`src/rtl/seq_divide_unit_pkg.sv`:
```
// Purpose: shared constants for the iterative divider (state encodings, default width).
// Latency: n/a (declarations only).
// Backpressure: n/a.
package seq_divide_unit_pkg;

    localparam int DIV_WIDTH_DEFAULT = 4;

    typedef enum logic [1:0] {
        ST_IDLE = 2'd0,
        ST_LOAD = 2'd1,
        ST_ITER = 2'd2,
        ST_DONE = 2'd3
    } div_state_e;

endpackage

```
`src/rtl/bus_sync2.sv`:
```
// Purpose: two-flop synchroniser for a bus of slow, quasi-static switch inputs.
// Latency: 2 clock cycles from d_i to q_o.
// Backpressure: none; samples every cycle.
module bus_sync2 #(
    parameter int W = 4
) (
    input  logic         clk_i,
    input  logic         rst_ni,
    input  logic [W-1:0] d_i,
    output logic [W-1:0] q_o
);

    logic [W-1:0] meta_q;
    logic [W-1:0] sync_q;

    // Two back-to-back flops; the first may go metastable, the second settles it.
    always_ff @(posedge clk_i or negedge rst_ni) begin
        if (!rst_ni) begin
            meta_q <= '0;
            sync_q <= '0;
        end else begin
            meta_q <= d_i;
            sync_q <= meta_q;
        end
    end

    assign q_o = sync_q;

endmodule

```
`src/rtl/seq_divide_unit.sv`:
```
// Purpose: restoring divider on synchronised switch operands, auto-launched on operand change.
// Latency: trigger in IDLE at N -> result_valid/outputs at N+WIDTH+2; switch edge to result <= WIDTH+5.
// Backpressure: none; operand changes during a division are picked up once back in IDLE.
module seq_divide_unit
    import seq_divide_unit_pkg::*;
#(
    parameter int WIDTH = DIV_WIDTH_DEFAULT
) (
    input  logic             clock,
    input  logic             reset,
    input  logic [WIDTH-1:0] a_in,
    input  logic [WIDTH-1:0] b_in,
    output logic [WIDTH-1:0] quotient,
    output logic [WIDTH-1:0] remainder,
    output logic             div_by_zero,
    output logic             busy,
    output logic             result_valid
);

    localparam int CW = $clog2(WIDTH);

    logic [WIDTH-1:0] sync_a;
    logic [WIDTH-1:0] sync_b;

    div_state_e       state_q, state_d;
    logic             first_run_q;
    logic [WIDTH-1:0] last_a_q, last_b_q;
    logic [WIDTH-1:0] rem_q, quo_q, divisor_q;
    logic [CW-1:0]    count_q;
    logic [WIDTH-1:0] quotient_q, remainder_q;
    logic             dbz_q;

    logic             trigger;
    logic [WIDTH:0]   trial;
    logic [WIDTH:0]   diff;
    logic             fits;
    logic [WIDTH-1:0] rem_nxt, quo_nxt;

    bus_sync2 #(.W(WIDTH)) u_sync_a (
        .clk_i  (clock),
        .rst_ni (reset),
        .d_i    (a_in),
        .q_o    (sync_a)
    );

    bus_sync2 #(.W(WIDTH)) u_sync_b (
        .clk_i  (clock),
        .rst_ni (reset),
        .d_i    (b_in),
        .q_o    (sync_b)
    );

    assign trigger = first_run_q | (sync_a != last_a_q) | (sync_b != last_b_q);

    // One restoring step: shift in the next dividend bit, subtract if it fits.
    // The subtraction is one bit wider so its MSB is a clean borrow flag.
    always_comb begin
        trial   = {rem_q, quo_q[WIDTH-1]};
        diff    = trial - {1'b0, divisor_q};
        fits    = ~diff[WIDTH];
        rem_nxt = fits ? diff[WIDTH-1:0] : trial[WIDTH-1:0];
        quo_nxt = {quo_q[WIDTH-2:0], fits};
    end

    // FSM state register.
    always_ff @(posedge clock or negedge reset) begin
        if (!reset) begin
            state_q <= ST_IDLE;
        end else begin
            state_q <= state_d;
        end
    end

    // FSM next-state logic.
    always_comb begin
        state_d = state_q;
        case (state_q)
            ST_IDLE: if (trigger) state_d = ST_LOAD;
            ST_LOAD: state_d = ST_ITER;
            ST_ITER: if (count_q == '0) state_d = ST_DONE;
            ST_DONE: state_d = ST_IDLE;
            default: state_d = ST_IDLE;
        endcase
    end

    // FSM outputs.
    always_comb begin
        busy         = (state_q == ST_LOAD) || (state_q == ST_ITER);
        result_valid = (state_q == ST_DONE);
    end

    // Datapath: operand capture, iteration registers and held results.
    // Results are loaded on the edge into DONE so they are already valid
    // while result_valid is high, and stay untouched until the next DONE.
    always_ff @(posedge clock or negedge reset) begin
        if (!reset) begin
            first_run_q <= 1'b1;
            last_a_q    <= '0;
            last_b_q    <= '0;
            rem_q       <= '0;
            quo_q       <= '0;
            divisor_q   <= '0;
            count_q     <= '0;
            quotient_q  <= '0;
            remainder_q <= '0;
            dbz_q       <= 1'b0;
        end else begin
            case (state_q)
                ST_IDLE: begin
                    if (trigger) begin
                        last_a_q    <= sync_a;
                        last_b_q    <= sync_b;
                        first_run_q <= 1'b0;
                    end
                end
                ST_LOAD: begin
                    rem_q     <= '0;
                    quo_q     <= last_a_q;
                    divisor_q <= last_b_q;
                    count_q   <= CW'(WIDTH - 1);
                end
                ST_ITER: begin
                    rem_q <= rem_nxt;
                    quo_q <= quo_nxt;
                    if (count_q == '0) begin
                        quotient_q  <= quo_nxt;
                        remainder_q <= rem_nxt;
                        dbz_q       <= (divisor_q == '0);
                    end else begin
                        count_q <= count_q - 1'b1;
                    end
                end
                default: ;
            endcase
        end
    end

    assign quotient    = quotient_q;
    assign remainder   = remainder_q;
    assign div_by_zero = dbz_q;

endmodule

```
`config.mk`:
```
export PLATFORM = sky130hd
export DESIGN_NAME = seq_divide_unit
export DESIGN_NICKNAME = d
export VERILOG_FILES = /design/src/rtl/seq_divide_unit_pkg.sv /design/src/rtl/bus_sync2.sv /design/src/rtl/seq_divide_unit.sv
export SDC_FILE = /design/constraint.sdc
export NUM_CORES = 1
export LEC_CHECK = 0
export CORE_MARGIN = 3
export CORE_UTILIZATION = 50
export CTS_CLUSTER_DIAMETER = 120
export DETAILED_ROUTE_END_ITERATION = 10
export MAX_ROUTING_LAYER = met4
export PLACE_DENSITY_LB_ADDON = 0.25
export SYNTH_ARGS = -nofsm -noshare
export SYNTH_HDL_FRONTEND = slang
export SYNTH_SLANG_ARGS = --single-unit
```
`constraint.sdc`:
```
create_clock -name clock -period 1.9 [get_ports clock]
set_input_delay 0.19 -clock clock [delete_from_list [all_inputs] [get_ports clock]]
set_output_delay 0.19 -clock clock [all_outputs]
set_load 0.01 [all_outputs]
```
# Word-level counts from Yosys, hierarchy flattened
# Index checks and enable logic that the tools add are counted.
# totals
register_bits	50
input_bits	10
output_inout_bits	11
word_cells	45
# op_classes
addsub	2
eq_ne	8
mux	8
bitwise	3
reduce_logical	9
# op_table
operator	count
$pmux W4 S2	2
$ne A4 B4 Y1	2
$pmux W2 S4	1
$reduce_and A2 Y1	4
$mux W2	3
$ne A2 B2 Y1 const B	3
$sub A5 B4 Y5	1
$eq A2 B2 Y1 const B	2
$logic_not A2 Y1	2
$logic_not A4 Y1	1
$mux W4	1
$pmux W2 S2	1
$eq A2 B1 Y1 const B	1
$or A1 B1 Y1	2
$reduce_bool A2 Y1	1
$sub A2 B1 Y2 const B	1
$logic_or A1 B1 Y1	1
$not A1 Y1	1

# Depth between registers and ports, before layout
# Gate-level depths: netlist of the first run.
# depth
ltp_word	5
mapped_depth	8
mapped_depth_nobuf	8

# Modules after synthesis
# A second synthesis of the first run with hierarchy kept.
# hier_totals
hier_cells	179
hier_area_um2	2168.3
# by_module_without_submodules
module	n_inst	cells_each	area_per_inst_um2	seq_area_each_um2
seq_divide_unit	1	163	1767.9	852.1
bus_sync2	2	8	200.2	200.2

# Worst setup path before layout of the first run
# OpenSTA, ideal clock, no wires.
# synth_path
kind	reg-to-reg
start	register quo_q[3]
end	register rem_q[3]
setup_time_ns	0.086
arrival_ns	1.906
t_required_ns	1.814
path_slack_ns	-0.092
path_stages_with_launch	9
path_buffers	0
period_less_slack_ns	1.992
cell_sequence	dfrtp_1 -> inv_1 -> ha_1 -> inv_1 -> fa_1 -> nand3_1 -> a21oi_2 -> or4b_4 -> o221ai_2
# synth_between
elab_chain_len	3
# synth_rtl
item	line_no	rtl
start: declaration	seq_divide_unit.sv:28	logic [WIDTH-1:0] rem_q, quo_q, divisor_q;
start signal: assignment	seq_divide_unit.sv:118	quo_q <= last_a_q;
start signal: assignment	seq_divide_unit.sv:124	quo_q <= quo_nxt;
$sub A5 B4 Y5	seq_divide_unit.sv:59	diff = trial - {1'b0, divisor_q};
$mux W4	seq_divide_unit.sv:61	rem_nxt = fits ? diff[WIDTH-1:0] : trial[WIDTH-1:0];
$pmux W4 S2	seq_divide_unit.sv:108	case (state_q)
end signal: assignment	seq_divide_unit.sv:123	rem_q <= rem_nxt;
end: declaration	seq_divide_unit.sv:28	
# No other way between the ends.
# A chain may end at the register's enable or synchronous reset.

# Worst setup path in the final report of the first run
# layout_path
start	register quo_q[3]
end	register remainder_q[3], in the netlist remainder[3]
# layout_between
elab_chain_len	2
# layout_rtl
item	line_no	rtl
$sub A5 B4 Y5	seq_divide_unit.sv:59	
$mux W4	seq_divide_unit.sv:61	
end signal: assignment	seq_divide_unit.sv:127	remainder_q <= rem_nxt;
end: declaration	seq_divide_unit.sv:30	logic [WIDTH-1:0] quotient_q, remainder_q;
# No other way between the ends.

==> flow_summary.ini, run 1 <==
[status]
status = finished with violations
violations = setup timing

[critical_path]
crit_path_end_kind = flop
cp_max_fo = 3
slowest_delay_ns = 0.51
cp-start-kind = flop
cp.required_ns = 2.12
timing_worst_setup_path_type = reg -> reg
worstPathArrival_ns = 2.14
path_cells = inv_1 > ha_2 > inv_2 > fa_2 > nand3_2 > a21oi_2 > or4b_4 > a31oi_2
cpMaxStageDelayCell = or4b_4

[die]
rows = 23
start_util = 0.531
io_pins = 21
die_area_mm2 = 0.00517
core-area_mm2 = 0.00409
die_w_um = 71.9
die_y_um = 71.9

[drt]
drt-total-wl_um = 4040
via_count = 1504
drcViolationCount = 0
firstDrtPassIters = 4
postRouteAntennaNets = 0
routedWlPerCell_um = 14.9
vias_per_cell = 5.57
drtIter0Drc = 89

[power_and_ir_drop]
pwr-share-clk = 0.130
p_seq_frac = 0.354
internal_power_uw = 2920
swShare = 0.379
ir_drop_uv = 690
p_switching_uw = 1780
powerDensity_mw_per_mm2 = 1740
total_power_uw = 4700
leakage_uw = 0.00121
combPwrFrac = 0.516

[finish]
utilization = 0.660
multi_input_area_um2 = 888
mostFrequentLayoutCell = dfrtp_1
areaGrowthSynthToFinish_pct = 24.1
insertedDiodeCount = 0
stdcell_count = 270
fin_nets = 240
seqCellArea_mm2 = 0.00125
layout_common_cells = dfrtp_1, clkdlybuf4s50_1, buf_4
fill_cells = 320
drive_gt1_frac = 0.245

[sta]
period_share = 1.01
final_hold_viol_count = 0
drv_slew = 0
layout_setup_ws_ns = -0.0187
relSlewSlack = 0.656
fmax_mhz = 521
holdWs_ns = 0.330
skew_ns = 0.00902
setup_viol = 3
worst_pin_slew_ns = 0.517
grt_setup_unrepaired = yes
fin_crit_ns = 1.92

[logic_synthesis]
syn_area_per_cell_um2 = 12.1
synth_fp_nets = 200
seq_area_frac_synth = 0.577
ys_warn_count = 0
synthDominantCellAreaShare = 0.565
synthCells = 179
synthTopCellsByArea = dfrtp_1, mux2_2, ha_1, xor2_1, inv_1
ys_ff_latch = 50
synth_area_mm2 = 0.00217
yosysTopAreaCell = dfrtp_1
ys_types = 39

[cts]
clk_pin_slew_ns = 0.09
clkLatencyLatePin_ns = 0.30
root_buffer = clkbuf_8
clk_path_buf_depth = 2
numCtsBuffers = 5
cts_tree = yes
htreeDepth = 2
cts_sinks = 50

[placed_design]
preCtsSetupSlack_ns = -0.0755
dp_hpwl_um = 2930
portBuffers = 20
gp_congestion = 0.880
dp.cells = 254

[global_route]
grt_overflow = 0
grt_first_pass_wirelength_um = 6690
grt_pass1_vias = 1460
grt_max_degree = 30
grt_use_total = 0.173
antenna_found_initial = 0

[flow_run]
drv_cap = 0

[min_path]
hold_class = in -> reg
==> worst paths after layout <==
check	cells after the start	slack, ns	end	from
max	8	-0.02	remainder[3]	quo_q[3]
min	1	0.33	u_sync_a.meta_q[1]	a_in[1]
max reg2reg	8	-0.02	remainder[3]	quo_q[3]
min reg2reg	0	0.35	u_sync_b.q_o[2]	u_sync_b.meta_q[2]
max in group asynchronous	3	0.91	first_run_q	reset
min in group asynchronous	2	0.39	remainder[3]	reset
==> final cells by class <==
class                           instances  share of cell area
Sequential cell                        50               0.465
Multi-Input combinational cell        110               0.330
Timing Repair Buffer                   38               0.129
Clock buffer                            7              0.0320
Tap cell                               50              0.0232
Inverter                               14              0.0195
Clock inverter                          1             0.00186
==> cells in the mapped netlist (all sizes together) <==
| library cell | number |
|---|---|
| o211ai | 1 |
| and2 | 1 |
| o311ai | 1 |
| dfstp | 1 |
| buf | 2 |
| nor3 | 3 |
| mux2 | 13 |
| o21ai | 8 |
| xor2 | 9 |
| inv | 14 |
| nor2b | 3 |
| fa | 1 |
| a2bb2oi | 1 |
| o221ai | 3 |
| a31oi | 6 |
| or4 | 1 |
| dfrtp | 49 |
| o32ai | 1 |
| nor2 | 7 |
| nor4 | 1 |
| o31ai | 1 |
| mux2i | 3 |
| and3 | 1 |
| nand2 | 10 |
| o2111ai | 3 |
| a21o | 1 |
| clkbuf | 3 |
| nor3b | 1 |
| ha | 10 |
| a21oi | 11 |
| or4b | 1 |
| nand3 | 6 |
| nand3b | 2 |
==> logic make-up after synthesis <==
family / Yosys count / share of synthesized area
compound gates: 37 / 0.115
xor+xnor: 9 / 0.0363
fa+ha+maj: 11 / 0.0669
buf+inv: 19 / 0.0334
flops: 50 / 0.577
mux: 16 / 0.0813
simple gates: 37 / 0.0899
==> per-stage QoR <==
stage,area [um2],TNS (ns)
4_1_cts,2660,-0.0154
3_5_place_dp,2510,-0.602
6_report,2700,-0.0438
2_1_floorplan,2190,0
3_3_place_gp,2510,0
5_1_grt,2700,-0.591
==> registers in the layout, summed over array words and instances (netlist names), 4 cells and up <==
| signal | cells |
|---|---|
| rem_q | 4 |
| quo_q | 4 |
| u_sync_b.meta_q | 4 |
| u_sync_a.meta_q | 4 |
| remainder | 4 |
| divisor_q | 4 |
| u_sync_b.q_o | 4 |
| quotient | 4 |
| last_b_q | 4 |
| last_a_q | 4 |
| u_sync_a.q_o | 4 |
==> power groups by stage <==
stage | Combinational [uW] | Sequential, uW | Clock (uW)
3_5_place_dp | 2220 | 1690 | 0
3_3_place_gp | 2150 | 1670 | 0
6_report | 2420 | 1660 | 612
4_1_cts | 2330 | 1670 | 632
2_1_floorplan | 1440 | 1670 | 0
5_1_grt | 2640 | 1700 | 676
==> worst max-delay path: cells and delay by family, from the launching register on <==
kind | cells | cell delay (ns)
simple gates | 2 | 0.61
compound gates | 2 | 0.21
buf+inv | 2 | 0.11
fa+ha+maj | 2 | 0.54
flops | 1 | 0.39
==> metal layers <==
metal | GRT usage | share of wire | vias to the layer above
met5 | - | 0 | -
li1 | - | - | 706
met4 | 0.0564 | 0.018 | 0
met1 | 0.203 | 0.43 | 748
met3 | 0.0416 | 0.044 | 9
met2 | 0.295 | 0.51 | 41
==> what timing repair did <==
| item | 4_1_cts | 5_1_grt |
|---|---|---|
| hold buffers | 1 | 0 |
| hold endpoints to repair | 21 | 0 |
| cloned | 0 | 0 |
| gates resized for setup | 5 | 3 |
| endpoints found under the setup margin | 10 | 11 |
| setup buffers | 4 | 3 |
| pin swaps | 2 | 0 |
Note: power is estimated with default switching activity, not from simulation.
==> run 2: changes to the inputs <==
--- a/config.mk
+++ b/config.mk
@@ -11,6 +11,8 @@
 export DETAILED_ROUTE_END_ITERATION = 10
 export MAX_ROUTING_LAYER = met4
 export PLACE_DENSITY_LB_ADDON = 0.25
+export REMOVE_ABC_BUFFERS = 1
+export SLEW_MARGIN = 0
 export SYNTH_ARGS = -nofsm -noshare
 export SYNTH_HDL_FRONTEND = slang
 export SYNTH_SLANG_ARGS = --single-unit
==> run 2 against run 1 <==
  * The flow still finishes with violations (setup timing)
  * Clock power is 3.9% higher
  * Maximum frequency is 0.85% higher
  * Flip-flop and latch count stayed put
  * Routed wire length is 2.8% lower
  * Sequential share of layout area stayed put
  * Combinational power hardly changed
  * Cell area stayed put
  * Via count is 1.5% lower
  * Setup slack better by 0.016 ns
  * Highest routed layer unchanged
==> flow_summary.ini, run 2 (same netlist as run 1, synthesis figures left out) <==
[status]
status = finished with violations
violations = setup timing

[finish]
mostFrequentLayoutCell = dfrtp_1
layout_common_cells = dfrtp_1, clkdlybuf4s50_1, inv_1, mux2_2, buf_4
areaGrowthSynthToFinish_pct = 24.1
insertedDiodeCount = 0
fin_nets = 237
drive_gt1_frac = 0.263

[sta]
fin_tns_setup_ns = -0.00240
period_share = 1.00
drv_slew = 0
grt_setup_unrepaired = yes
final_hold_viol_count = 0
relSlewSlack = 0.608
fin_crit_ns = 1.90
worst_pin_slew_ns = 0.588
fmax_mhz = 526
holdWs_ns = 0.313
layout_setup_ws_ns = -0.00240
setup_viol = 1
skew_ns = 0.00850

[drt]
routedWlPerCell_um = 14.7
via_count = 1481
drt-total-wl_um = 3920
postRouteAntennaNets = 0
firstDrtPassIters = 4
drcViolationCount = 0
vias_per_cell = 5.55
drtIter0Drc = 72

[cts]
clk_path_buf_depth = 2
numCtsBuffers = 5
cts_sinks = 50
clk_pin_slew_ns = 0.10
clkLatencyLatePin_ns = 0.31
htreeDepth = 2
root_buffer = clkbuf_8
cts_tree = yes

[global_route]
grt_first_pass_wirelength_um = 6580
grt_use_total = 0.171
antenna_found_initial = 0
grt_overflow = 0
grt_pass1_vias = 1462
grt_max_degree = 51

[critical_path]
cpMaxStageDelayCell = dfrtp_1
cp-start-kind = flop
path_delay_family = compound AO/OA/AOI/OAI gates
crit_path_end_kind = flop
cp_max_fo = 3
path_cells = inv_1 > ha_2 > inv_2 > fa_2 > and3_4 > o21ai_2 > a21oi_1 > o31ai_1
worstPathArrival_ns = 2.12
path_buf_inv = 2
timing_worst_setup_path_type = reg -> reg
cp.required_ns = 2.12
slowest_delay_ns = 0.39

[power_and_ir_drop]
p_switching_uw = 1860
internal_power_uw = 2850
leakage_uw = 0.00118
combPwrFrac = 0.514
p_seq_frac = 0.351
pwr-share-clk = 0.135
ir_drop_uv = 897
swShare = 0.395
powerDensity_mw_per_mm2 = 1750

[die]
die_w_um = 71.9
io_pins = 21
die_area_mm2 = 0.00517
rows = 23
start_util = 0.531
die_y_um = 71.9
core-area_mm2 = 0.00409

[placed_design]
portBuffers = 20
dp_hpwl_um = 2800
gp_congestion = 0.815

[min_path]
hold_class = in -> reg

[flow_run]
drv_cap = 0
run 2: worst reg2reg max path: stages (launching register included):
cell     delay, ns
dfrtp_1       0.39
inv_1         0.06
ha_2          0.18
inv_2         0.04
fa_2          0.36
and3_4        0.18
o21ai_2       0.21
a21oi_1       0.14
o31ai_1       0.26
run 2: final cells by class:
class,instances,area [um2]
clock buffers,5,68.8
clock inverters,3,25.0
fillers,321,1390
inverters,14,52.6
multi-input cells,110,921
flip-flops and latches,50,1250
well taps,50,62.6
repair buffers,35,313
run 2: metrics by stage:
step                      std cells  area, um2  worst slack, ns   util  total power (uW)
final                           267       2700         -0.00240  0.660              4710
after global routing            267       2700           -0.116  0.660              5050
after CTS                       266       2630         -0.00762  0.642              4510
after detailed placement        255       2490           -0.102  0.610              3810
after global placement          255       2490          -0.0566  0.610              3740
after floorplan                 174       2150          -0.0941      -              3020
run 2: what timing repair did:
action,in CTS,in global routing
setup endpoints to repair,10,9
gates resized for setup,6,13
hold endpoints to repair,45,0
hold buffers,1,0
setup buffers,2,1
pin swaps,3,4
run 2: path summary, 6_finish.rpt:
path | start | slack [ns] | end | cells past startpoint
max | quo_q[3] | -0.002 | remainder[2] | 8
min | b_in[2] | 0.31 | u_sync_b.meta_q[2] | 1
max reg2reg | quo_q[3] | -0.002 | remainder[2] | 8
min reg2reg | u_sync_a.meta_q[1] | 0.35 | u_sync_a.q_o[1] | 0
max in group asynchronous | reset | 1.01 | last_b_q[0] | 3
min in group asynchronous | reset | 0.50 | remainder[3] | 3
run 2: power groups by stage:
stage	Combinational [uW]	Sequential [uW]	Clock, uW
floorplan	1360	1670	0
global placement	2080	1660	0
detailed placement	2130	1680	0
CTS	2210	1650	646
global route	2650	1690	703
finish	2420	1650	636
run 2: layer usage:
layer | share of wire | vias to the layer above | global-route usage | routed length, um
met5 | 0 | - | - | 0
met4 | 0.029 | 0 | 0.0710 | 114
met3 | 0.043 | 12 | 0.0457 | 170
met2 | 0.51 | 35 | 0.283 | 1990
met1 | 0.42 | 730 | 0.196 | 1650
li1 | - | 704 | - | -
